--- src/rtl/mdu_pkg.sv ---
// Shared types and helpers for the multiply/divide unit.
//
// Contents:
//   DIV_ITERS    - number of restoring-division iterations (fixed at 32)
//   mdu_op_t     - 3-bit operation encoding driven on muldiv_unit.op
//   mdu_state_t  - muldiv_unit control FSM states
//   op_legal / op_is_mul / op_is_div / op_is_signed - opcode decode helpers
//
// Configuration macro: MULDIV_MADD_EN
//   When defined, the MADD/MADDU/MSUB/MSUBU encodings decode as multiplies.
//   When undefined, those encodings are illegal and treated as no-ops.
//
// The 32-bit word type (word_t) lives in common.svh; plain logic [31:0] is
// used here so this slice stands on its own.

package mdu_pkg;

    localparam int DIV_ITERS = 32;

    typedef enum logic [2:0] {
        OP_MULT  = 3'd0,
        OP_MULTU = 3'd1,
        OP_DIV   = 3'd2,
        OP_DIVU  = 3'd3,
        OP_MADD  = 3'd4,
        OP_MADDU = 3'd5,
        OP_MSUB  = 3'd6,
        OP_MSUBU = 3'd7
    } mdu_op_t;

    typedef enum logic [2:0] {
        IDLE = 3'd0,
        MUL  = 3'd1,
        DIV  = 3'd2,
        FIX  = 3'd3,
        WB   = 3'd4
    } mdu_state_t;

    // Multiply-class op (uses the multiplier pipeline and MUL_LATENCY timing).
    function automatic logic op_is_mul(input mdu_op_t op);
        logic r;
        case (op)
            OP_MULT, OP_MULTU: r = 1'b1;
`ifdef MULDIV_MADD_EN
            OP_MADD, OP_MADDU, OP_MSUB, OP_MSUBU: r = 1'b1;
`endif
            default: r = 1'b0;
        endcase
        return r;
    endfunction

    // Divide-class op (uses the iterative divider).
    function automatic logic op_is_div(input mdu_op_t op);
        logic r;
        case (op)
            OP_DIV, OP_DIVU: r = 1'b1;
            default:         r = 1'b0;
        endcase
        return r;
    endfunction

    // Ops that do any work; everything else is accepted as a silent no-op.
    function automatic logic op_legal(input mdu_op_t op);
        return op_is_mul(op) | op_is_div(op);
    endfunction

    // Ops whose operands are treated as two's-complement.
    function automatic logic op_is_signed(input mdu_op_t op);
        logic r;
        case (op)
            OP_MULT, OP_DIV, OP_MADD, OP_MSUB: r = 1'b1;
            default:                           r = 1'b0;
        endcase
        return r;
    endfunction

endpackage

--- src/rtl/div_radix2.sv ---
// Iterative 32-bit unsigned restoring divider, one quotient bit per cycle.
//
// Ports:
//   clk, resetn         clock, asynchronous active-low reset
//   start               load operands; the first iteration is performed on
//                       the same edge, so DIV_ITERS-1 further edges finish it
//   dividend, divisor   unsigned operands, sampled only when start=1
//   done                high in the cycle whose closing edge performs the
//                       final iteration; quotient/remainder are final from
//                       the following cycle until the next start
//   quotient, remainder unsigned results
//
// Divide by zero needs no special case: every trial subtraction succeeds,
// giving quotient 0xFFFFFFFF and the dividend shifted out as the remainder.

module div_radix2
    import mdu_pkg::*;
(
    input  logic        clk,
    input  logic        resetn,
    input  logic        start,
    input  logic [31:0] dividend,
    input  logic [31:0] divisor,
    output logic        done,
    output logic [31:0] quotient,
    output logic [31:0] remainder
);

    logic [31:0] rem_r;
    logic [31:0] quo_r;
    logic [31:0] dsr_r;
    logic [5:0]  cnt_r;
    logic [63:0] step_s;
    logic        iterate_s;

    // One restoring step: shift in the next dividend bit, subtract if it fits.
    // Invariant rem < dsr keeps the restored/subtracted remainder within 32 bits.
    function automatic logic [63:0] restore_step(input logic [31:0] rem,
                                                 input logic [31:0] quo,
                                                 input logic [31:0] dsr);
        logic [32:0] shifted;
        logic        ge;
        logic [31:0] rem_n;
        shifted = {rem, quo[31]};
        ge      = (shifted >= {1'b0, dsr});
        rem_n   = ge ? 32'(shifted - {1'b0, dsr}) : shifted[31:0];
        return {rem_n, quo[30:0], ge};
    endfunction

    assign iterate_s = (cnt_r != 6'd0) && (cnt_r != 6'(DIV_ITERS));

    // Next {remainder, quotient}: start seeds from a zero partial remainder.
    always_comb begin
        step_s = 64'd0;
        if (start) begin
            step_s = restore_step(32'd0, dividend, divisor);
        end else begin
            step_s = restore_step(rem_r, quo_r, dsr_r);
        end
    end

    // Iteration registers; cnt_r counts completed iterations and parks at DIV_ITERS.
    always_ff @(posedge clk or negedge resetn) begin
        if (!resetn) begin
            rem_r <= 32'd0;
            quo_r <= 32'd0;
            dsr_r <= 32'd0;
            cnt_r <= 6'd0;
        end else if (start) begin
            rem_r <= step_s[63:32];
            quo_r <= step_s[31:0];
            dsr_r <= divisor;
            cnt_r <= 6'd1;
        end else if (iterate_s) begin
            rem_r <= step_s[63:32];
            quo_r <= step_s[31:0];
            cnt_r <= cnt_r + 6'd1;
        end
    end

    assign done      = (cnt_r == 6'(DIV_ITERS - 1));
    assign quotient  = quo_r;
    assign remainder = rem_r;

endmodule

--- src/rtl/muldiv_unit.sv ---
// Multi-cycle multiply/divide unit for the EX stage; sole producer of HI/LO writes.
//
// Ports:
//   clk, resetn            clock, asynchronous active-low reset
//   valid, op              op request, sampled only while busy==0
//   src_a, src_b           rs / rt operands
//   flush                  abort the in-flight op (no HI/LO write)
//   hi_in, lo_in           current HI/LO, used by the accumulate ops only
//   busy                   op in flight, no new accept
//   write_hi_en/_lo_en     one-cycle HI/LO write strobes
//   hi_data, lo_data       product[63:32]/[31:0] or remainder/quotient
//
// Parameter MUL_LATENCY (1..4): cycles from accept to write for multiplies.
// Divides take 33 cycles: 32 restoring iterations (the first on the accept
// edge) then one FIX cycle that applies signs and registers the result.
//
// Configuration macro: MULDIV_MADD_EN adds MADD/MADDU/MSUB/MSUBU, which
// accumulate into {hi_in, lo_in} sampled in cycle N-1.

module muldiv_unit
    import mdu_pkg::*;
#(
    parameter int MUL_LATENCY = 2
)
(
    input  logic        clk,
    input  logic        resetn,
    input  logic        valid,
    input  mdu_op_t     op,
    input  logic [31:0] src_a,
    input  logic [31:0] src_b,
    input  logic        flush,
    input  logic [31:0] hi_in,
    input  logic [31:0] lo_in,
    output logic        busy,
    output logic        write_hi_en,
    output logic        write_lo_en,
    output logic [31:0] hi_data,
    output logic [31:0] lo_data
);

    mdu_state_t  state_r, state_n;
    logic [2:0]  mul_cnt_r, mul_cnt_n;
    logic        busy_r;
    logic        wr_r, wr_n;
    logic [31:0] hi_r, hi_n;
    logic [31:0] lo_r, lo_n;
    logic        sa_r, sb_r;

    logic        accept_s;
    logic        signed_s;
    logic [63:0] mul_a_s, mul_b_s, prod_now_s;
    logic [63:0] mul_prod_s;
    logic [63:0] mul_res_s;
    logic [31:0] mag_a_s, mag_b_s;
    logic        div_start_s;
    logic        div_done_s;
    logic [31:0] div_q_s, div_r_s;
    logic [31:0] quo_fix_s, rem_fix_s;

    assign accept_s = valid && !busy_r && !flush && op_legal(op);
    assign signed_s = op_is_signed(op);

    // Operands extended to 64 bits; the low 64 bits of this product equal the
    // low 64 bits of the 33x33 signed product.
    always_comb begin
        mul_a_s    = signed_s ? {{32{src_a[31]}}, src_a} : {32'd0, src_a};
        mul_b_s    = signed_s ? {{32{src_b[31]}}, src_b} : {32'd0, src_b};
        prod_now_s = mul_a_s * mul_b_s;
    end

    generate
        if (MUL_LATENCY == 1) begin : g_no_retime
            assign mul_prod_s = prod_now_s;
        end else begin : g_retime
            logic [63:0] pipe_r [0:MUL_LATENCY-2];

            // Free-running retiming chain; only one op is in flight, so the
            // value captured on the accept edge reaches the end in time.
            always_ff @(posedge clk or negedge resetn) begin
                if (!resetn) begin
                    for (int i = 0; i < MUL_LATENCY - 1; i++) begin
                        pipe_r[i] <= 64'd0;
                    end
                end else begin
                    pipe_r[0] <= prod_now_s;
                    for (int i = 1; i < MUL_LATENCY - 1; i++) begin
                        pipe_r[i] <= pipe_r[i-1];
                    end
                end
            end

            assign mul_prod_s = pipe_r[MUL_LATENCY-2];
        end
    endgenerate

`ifdef MULDIV_MADD_EN
    mdu_op_t op_r;
    mdu_op_t mul_op_s;

    // Opcode of the multiply in flight, needed to pick accumulate/subtract.
    always_ff @(posedge clk or negedge resetn) begin
        if (!resetn) begin
            op_r <= OP_MULT;
        end else if (accept_s) begin
            op_r <= op;
        end
    end

    assign mul_op_s = (MUL_LATENCY == 1) ? op : op_r;

    // Final multiply result; accumulate ops read HI/LO combinationally in cycle N-1.
    always_comb begin
        mul_res_s = mul_prod_s;
        case (mul_op_s)
            OP_MADD, OP_MADDU: mul_res_s = {hi_in, lo_in} + mul_prod_s;
            OP_MSUB, OP_MSUBU: mul_res_s = {hi_in, lo_in} - mul_prod_s;
            default:           mul_res_s = mul_prod_s;
        endcase
    end
`else
    logic unused_hilo_s;

    assign unused_hilo_s = ^{hi_in, lo_in};
    assign mul_res_s     = mul_prod_s;
`endif

    // Divider operand magnitudes; only DIV treats operands as signed.
    always_comb begin
        mag_a_s = (op == OP_DIV && src_a[31]) ? (32'd0 - src_a) : src_a;
        mag_b_s = (op == OP_DIV && src_b[31]) ? (32'd0 - src_b) : src_b;
    end

    div_radix2 u_div (
        .clk       (clk),
        .resetn    (resetn),
        .start     (div_start_s),
        .dividend  (mag_a_s),
        .divisor   (mag_b_s),
        .done      (div_done_s),
        .quotient  (div_q_s),
        .remainder (div_r_s)
    );

    // Sign fix: quotient negative when operand signs differ, remainder takes the dividend's sign.
    always_comb begin
        quo_fix_s = (sa_r ^ sb_r) ? (32'd0 - div_q_s) : div_q_s;
        rem_fix_s = sa_r ? (32'd0 - div_r_s) : div_r_s;
    end

    // Next-state and next-output logic; WB behaves like IDLE so ops can issue back-to-back.
    always_comb begin
        state_n     = state_r;
        mul_cnt_n   = mul_cnt_r;
        wr_n        = 1'b0;
        hi_n        = hi_r;
        lo_n        = lo_r;
        div_start_s = 1'b0;
        if (flush) begin
            state_n = IDLE;
        end else begin
            case (state_r)
                IDLE, WB: begin
                    if (accept_s && op_is_div(op)) begin
                        state_n     = DIV;
                        div_start_s = 1'b1;
                    end else if (accept_s) begin
                        if (MUL_LATENCY == 1) begin
                            state_n = WB;
                            wr_n    = 1'b1;
                            hi_n    = mul_res_s[63:32];
                            lo_n    = mul_res_s[31:0];
                        end else begin
                            state_n   = MUL;
                            mul_cnt_n = 3'd1;
                        end
                    end else begin
                        state_n = IDLE;
                    end
                end
                MUL: begin
                    if (mul_cnt_r == 3'(MUL_LATENCY - 1)) begin
                        state_n = WB;
                        wr_n    = 1'b1;
                        hi_n    = mul_res_s[63:32];
                        lo_n    = mul_res_s[31:0];
                    end else begin
                        mul_cnt_n = mul_cnt_r + 3'd1;
                    end
                end
                DIV: begin
                    // done fires while the last iteration is being clocked,
                    // so FIX sees the final magnitudes.
                    if (div_done_s) begin
                        state_n = FIX;
                    end else begin
                        state_n = DIV;
                    end
                end
                FIX: begin
                    state_n = WB;
                    wr_n    = 1'b1;
                    hi_n    = rem_fix_s;
                    lo_n    = quo_fix_s;
                end
                default: begin
                    state_n = IDLE;
                end
            endcase
        end
    end

    // FSM state register.
    always_ff @(posedge clk or negedge resetn) begin
        if (!resetn) begin
            state_r   <= IDLE;
            mul_cnt_r <= 3'd0;
        end else begin
            state_r   <= state_n;
            mul_cnt_r <= mul_cnt_n;
        end
    end

    // Registered outputs and captured divide signs.
    always_ff @(posedge clk or negedge resetn) begin
        if (!resetn) begin
            busy_r <= 1'b0;
            wr_r   <= 1'b0;
            hi_r   <= 32'd0;
            lo_r   <= 32'd0;
            sa_r   <= 1'b0;
            sb_r   <= 1'b0;
        end else begin
            busy_r <= (state_n == MUL) || (state_n == DIV) || (state_n == FIX);
            wr_r   <= wr_n;
            hi_r   <= hi_n;
            lo_r   <= lo_n;
            if (div_start_s) begin
                sa_r <= (op == OP_DIV) && src_a[31];
                sb_r <= (op == OP_DIV) && src_b[31];
            end
        end
    end

    assign busy        = busy_r;
    assign write_hi_en = wr_r;
    assign write_lo_en = wr_r;
    assign hi_data     = hi_r;
    assign lo_data     = lo_r;

endmodule

--- config.mk ---
export PLATFORM = sky130hd
export DESIGN_NAME = muldiv_unit
export DESIGN_NICKNAME = d
export VERILOG_FILES = /design/src/rtl/mdu_pkg.sv /design/src/rtl/div_radix2.sv /design/src/rtl/muldiv_unit.sv
export SDC_FILE = /design/constraint.sdc
export NUM_CORES = 2
export LEC_CHECK = 0
export CAP_MARGIN = 20
export CORE_MARGIN = 5
export CORE_UTILIZATION = 35
export DETAILED_ROUTE_END_ITERATION = 10
export PLACE_DENSITY = 0.57
export SLEW_MARGIN = 15
export SYNTH_ARGS = -nofsm -noshare
export SYNTH_HDL_FRONTEND = slang
export SYNTH_HIERARCHICAL = 1
export SYNTH_SLANG_ARGS = --single-unit
export TNS_END_PERCENT = 30
--- constraint.sdc ---
create_clock -name clk -period 8.8 [get_ports clk]
set_input_delay 1.32 -clock clk [delete_from_list [all_inputs] [get_ports clk]]
set_output_delay 1.32 -clock clk [all_outputs]
set_load 0.02 [all_outputs]
Word-level counts from Yosys, hierarchy flattened --
Cells that the tools add are included.
Storage, ports and cells: flip-flop bits (word level) 240, input port bits 135, output and inout port bits 67, word-level logic and storage cells 109
Operators by class: equality and inequality tests 19, add/subtract/negate cells 8, $mul 1, bitwise operators 3, $lt $le $gt $ge 2, reductions and logical operators 23, mux-type cells 40
Operators with widths (number):
- 32-bit 2-to-1 mux | 12
- 64-bit 2-to-1 mux | 3
- 32-bit case mux with 2 select lines | 2
- 1-bit by 32-bit subtractor with 32-bit output (first input constant) | 4
- 64-bit by 64-bit multiplier with 64-bit output | 1
- 33-bit by 32-bit greater-or-equal comparator with 1-bit output | 1
- 1-bit by 32-bit greater-or-equal comparator with 1-bit output | 1
- 1-bit by 32-bit subtractor with 32-bit output | 1
- 32-bit subtractor | 1
- 3-bit by 2-bit equality test with 1-bit output (second input constant) | 6
- 3-bit 2-to-1 mux | 5
- 3-bit by 1-bit equality test with 1-bit output (second input constant) | 4
- 1-bit 2-to-1 mux | 12
- 6-bit 2-to-1 mux | 2
- 3-bit case mux with 4 select lines | 1
- 3-bit equality test (second input constant) | 3
- 2-bit != test (second input constant) | 4
- 1-bit logical AND | 7
- 6-bit by 1-bit adder with 6-bit output (second input constant) | 1
- 6-bit by 5-bit equality test with 1-bit output (second input constant) | 1
- 3-bit logical NOT | 2
- 6-bit != test (second input constant) | 1
- 3-bit case mux with 2 select lines | 1
- 2-bit nonzero test | 3
- other kinds (13) | 17

Logic depth before layout (Yosys ltp) --
depth after elaboration 12, depth in mapped cells 35, mapped depth without buffers 33

Modules after synthesis --
Netlist, hierarchy kept.
By module, submodules not included:
- muldiv_unit | sequential area each 3453.3 sq um, area an instance 55375.6 sq um, times used 1, cells an instance 5975
- div_radix2 | sequential area each 2552.4 sq um, area an instance 6623.9 sq um, times used 1, cells an instance 774

Worst setup path before layout --
OpenSTA, ideal clock, no wires.
kind input -> register, start in src_a[31], end reg g_retime.pipe_r[63] (netlist bit), cell stages on the path 32, path slack -1.878 ns, path buffers 4, library setup time 0.134 ns, data required time 8.666 ns, arrival time 10.544 ns, path through clkbuf_1 > nor2b_1 > clkbuf_1 > clkbuf_1 > nand2_1 > fa_1 > inv_1 > fa_1 > fa_1 > inv_1 > fa_1 > inv_1 > fa_1 > fa_1 > fa_1 > fa_1 > fa_1 > inv_1 > fa_1 > inv_1 > ha_1 > clkbuf_1 > a21oi_1 > o21ai_1 > o31ai_1 > o21ai_0 > o41ai_2 > o21ai_1 > a221o_1 > a221o_1 > nor4_1 > nor3b_1
On the way: longest elaborated chain between the ends 2
RTL lines:
- start: declaration | line muldiv_unit.sv:30 | input logic [31:0] src_a,
- 64-bit 2-to-1 mux | line muldiv_unit.sv:67 | mul_a_s = signed_s ? {{32{src_a[31]}}, src_a} : {32'd0, src_a};
- 64-bit by 64-bit multiplier with 64-bit output | line muldiv_unit.sv:69 | prod_now_s = mul_a_s * mul_b_s;
- net prod_now_s[63] | line muldiv_unit.sv:52 | logic [63:0] mul_a_s, mul_b_s, prod_now_s;
- end signal: indexed assignment | line muldiv_unit.sv:88 | pipe_r[i] <= pipe_r[i-1];
- end: declaration | line muldiv_unit.sv:76 | logic [63:0] pipe_r [0:MUL_LATENCY-2];
The timed path passes the listed nets, and every way through them passes these cells. A chain may end at the register's enable or synchronous reset.

Final worst setup path --
Same ends and word-level chain as after synthesis.

==> summary.txt <==
Die
  – I/O pins: 202
  – Die Wd: 430.9 um
  – Die ar.: 185700 um2
  – Die height: 430.9 um
  – Row count: 154
  – Core area: 176100 um2
  – Initial cell density of the core: 35.20%

Timing
  – Setup WS post-layout: -624.5 ps
  – Max_slew headroom: 25.93%
  – Final setup viols: 19
  – Unrepaired setup endpoints after global routing: yes
  – Worst Tran Pin Value: 1108 ps
  – Worst hold margin: 479.5 ps
  – Fin Clk Skew: 19.23 ps
  – Max Fclk: 106.1 MHz
  – Post-route minimum period: 9425 ps
  – Final hold viol count: 0
  – Tcrit/Tclk final: 107.1%
  – Max Slew Vio Count: 0

Yosys
  – Top FF cell, synth: dfrtp_1
  – Syn Nets: 8655
  – Unique cell type count in the Yosys netlist: 86
  – Syn avg cell area: 9.186 um2
  – Yosys reg bits: 240
  – Synth area leader: fa_1
  – Post-synthesis cell count: 6749
  – Area contributors post-synth: fa_1 (46%), dfrtp_1 (9.7%), inv_1 (9.5%), ha_1 (7.2%), and2_1 (5.9%)
  – Synth warnings: 6
  – Number of synthesized flops with an enable pin: 0
  – Post-Syn Area: 62000 um2
  – Async SR Flop Fraction: 100.0%
  – Share of the synthesized area in the top cell type: 45.69%
  – Seq/Total Area, Yosys: 9.687%

Place
  – Hpwl dp: 174600 um
  – Pre-CTS WS: -1740 ps
  – Placed Cells: 9599
  – GP Congestion: 0.9424
  – # port buffers: 137

Cells and area
  – Area taken by multi-input logic gates: 50040 um2
  – Final Core Density: 42.66%
  – Most frequent cells in the layout: inv_1 (1520), fa_1 (1338), nand2_1 (750), buf_4 (682), and2_1 (565)
  – Fraction of layout cells with a size suffix above 1: 17.17%
  – Sequential Area: 6006 um2
  – Layout Cells excl Fill: 9760
  – Area growth syn-to-layout: 21.18%
  – Most common cell after layout, fill and taps aside: inv_1
  – Nets@finish: 9302
  – Fillers: 17294

GRT
  – First-pass GRT wire length: 321400 um
  – Grt total ovfl: 0
  – Initial antenna violation count: 10
  – Tot GR Track Use: 22.64%
  – Pin count of the biggest net entering global routing: 148
  – Vias in the first global route: 52911

Setup path
  – WP data required: 9280 ps
  – Critical Path AT: 9900 ps
  – Worst Path Max Fanout: 6
  – Endpoint type of the worst setup path: flip-flop
  – Most common cell on crit path: fa_1
  – Crit path largest cell delay: 550 ps
  – Crit Path Category: in2reg
  – Critical Path Source Type: input port
  – CP max-delay cell: fa_1

Route
  – Drt total wl: 208500 um
  – Per-cell routed wire length: 21.36 um
  – Number of vias per cell: 4.914
  – Antenna-violating nets left: 0
  – DRT iter0 DRCs: 3011
  – Drt first pass iters: 6
  – DRC: 0
  – Vias: 47961

Clock tree
  – CTS tree: yes
  – H-tree levels: 1
  – Worst-Skew Late Latency: 580 ps
  – Clock Tree Root: clkbuf_16
  – Clock Tree Buf Depth: 3
  – Cts bufs inserted: 27
  – Sink Count: 240
  – Clock transition at path regs: 60 ps

Min path
  – Worst hold path class: reg2reg

Outcome
  – Failing checks: negative setup slack
  – Status: finished with violations

Flow run
  – Max_cap viols: 0
-- synthesized netlist by cell type (all sizes together) (4+ instances only) --
| library cell | count |
|---|---|
| a211oi | 13 |
| a21boi | 6 |
| a21o | 56 |
| a21oi | 224 |
| a31o | 8 |
| a31oi | 16 |
| and2 | 583 |
| and3 | 14 |
| and4 | 4 |
| buf | 56 |
| clkbuf | 311 |
| dfrtp | 240 |
| fa | 1415 |
| ha | 356 |
| inv | 1574 |
| mux2 | 4 |
| mux2i | 56 |
| nand2 | 771 |
| nand2b | 15 |
| nand3 | 25 |
| nand3b | 8 |
| nand4 | 27 |
| nor2 | 193 |
| nor2b | 16 |
| nor3 | 35 |
| nor3b | 6 |
| nor4 | 31 |
| o2111ai | 4 |
| o211ai | 8 |
| o21a | 22 |
| o21ai | 247 |
| o21bai | 12 |
| o31a | 4 |
| o31ai | 28 |
| o41ai | 14 |
| or2 | 4 |
| or3 | 13 |
| or4 | 18 |
| xnor2 | 166 |
| xor2 | 108 |
-- worst max-delay path, delay by kind of cell --
family	cells	cell delay, ps
fa+ha+maj	11	5250
buf+inv	10	790
simple gates	4	580
compound gates	8	1940
-- flip-flops by register name, indices dropped and copies added (netlist names) --
| register | flops |
|---|---|
| g_retime.pipe_r | 64 |
| hi_data | 32 |
| lo_data | 32 |
| u_div/dsr_r | 32 |
| u_div/quotient | 32 |
| u_div/remainder | 32 |
| u_div/cnt_r | 6 |
| mul_cnt_r | 3 |
| state_r | 3 |
| busy | 1 |
| sa_r | 1 |
| sb_r | 1 |
| write_hi_en | 1 |
-- timing repair --
action	CTS	global route
setup buffers	76	31
pin swaps	133	138
setup endpoints to repair	39	39
gates resized for setup	319	227
endpoints found under the hold margin	0	0
hold buffers	0	0
cloned	12	1
-- worst paths after layout --
| path | slack (ps) | startpoint | endpoint | cells after the start |
|---|---|---|---|---|
| max | -620 | src_a[31] | g_retime.pipe_r[63]$_DFF_PN0_ | 33 |
| min | 480 | lo_data[24]$_DFFE_PN0P_ | lo_data[24]$_DFFE_PN0P_ | 2 |
| max reg2reg | 4710 | u_div/remainder[28]$_DFFE_PN0P_ | u_div/remainder[1]$_DFFE_PN0P_ | 11 |
| min reg2reg | 480 | lo_data[24]$_DFFE_PN0P_ | lo_data[24]$_DFFE_PN0P_ | 2 |
| max in group asynchronous | 6580 | resetn | state_r[2]$_DFF_PN0_ | 2 |
| min in group asynchronous | 770 | resetn | lo_data[12]$_DFFE_PN0P_ | 1 |
-- kinds of logic (layout without fill, tap and decap cells) --
| kind of cell | Yosys count | in the layout | synth area share, % |
|---|---|---|---|
| compound gates | 691 | 691 | 6.688 |
| xor+xnor | 274 | 274 | 3.871 |
| fa+ha+maj | 1772 | 1772 | 52.89 |
| buf+inv | 1941 | 2607 | 11.84 |
| flops | 240 | 240 | 9.687 |
| mux | 60 | 60 | 0.9768 |
| other cells | 0 | 5 | 0 |
| simple gates | 1771 | 1771 | 14.05 |
-- stage by stage --
stage	setup TNS, ps	area [um2]
floorplan	-8410	62150
CTS	-6595	74010
global placement	-49500	71340
detailed placement	-51230	71340
finish	-5103	75130
global route	-10460	75120
-- layer usage --
metal	global-route usage (%)	share of wire [%]	vias to the layer above
met3	2.505	4.9	334
met5	0	0.022	-
met4	7.440	4.4	6
met1	28.47	40	25051
li1	-	-	21301
met2	40.55	50	1269
-- cell type report --
type	instances	share of cell area [%]
multi-input combinational	4568	66.60
timing repair buffer	985	12.46
sequential	240	7.994
inverter	1574	7.864
tap	2340	3.897
clock buffer	33	0.9959
clock inverter	15	0.1665
antenna	5	0.01665
Power is left out: the tool's default activity adds up to more than one toggle a clock period on the data nets, which glitch-free logic cannot reach.
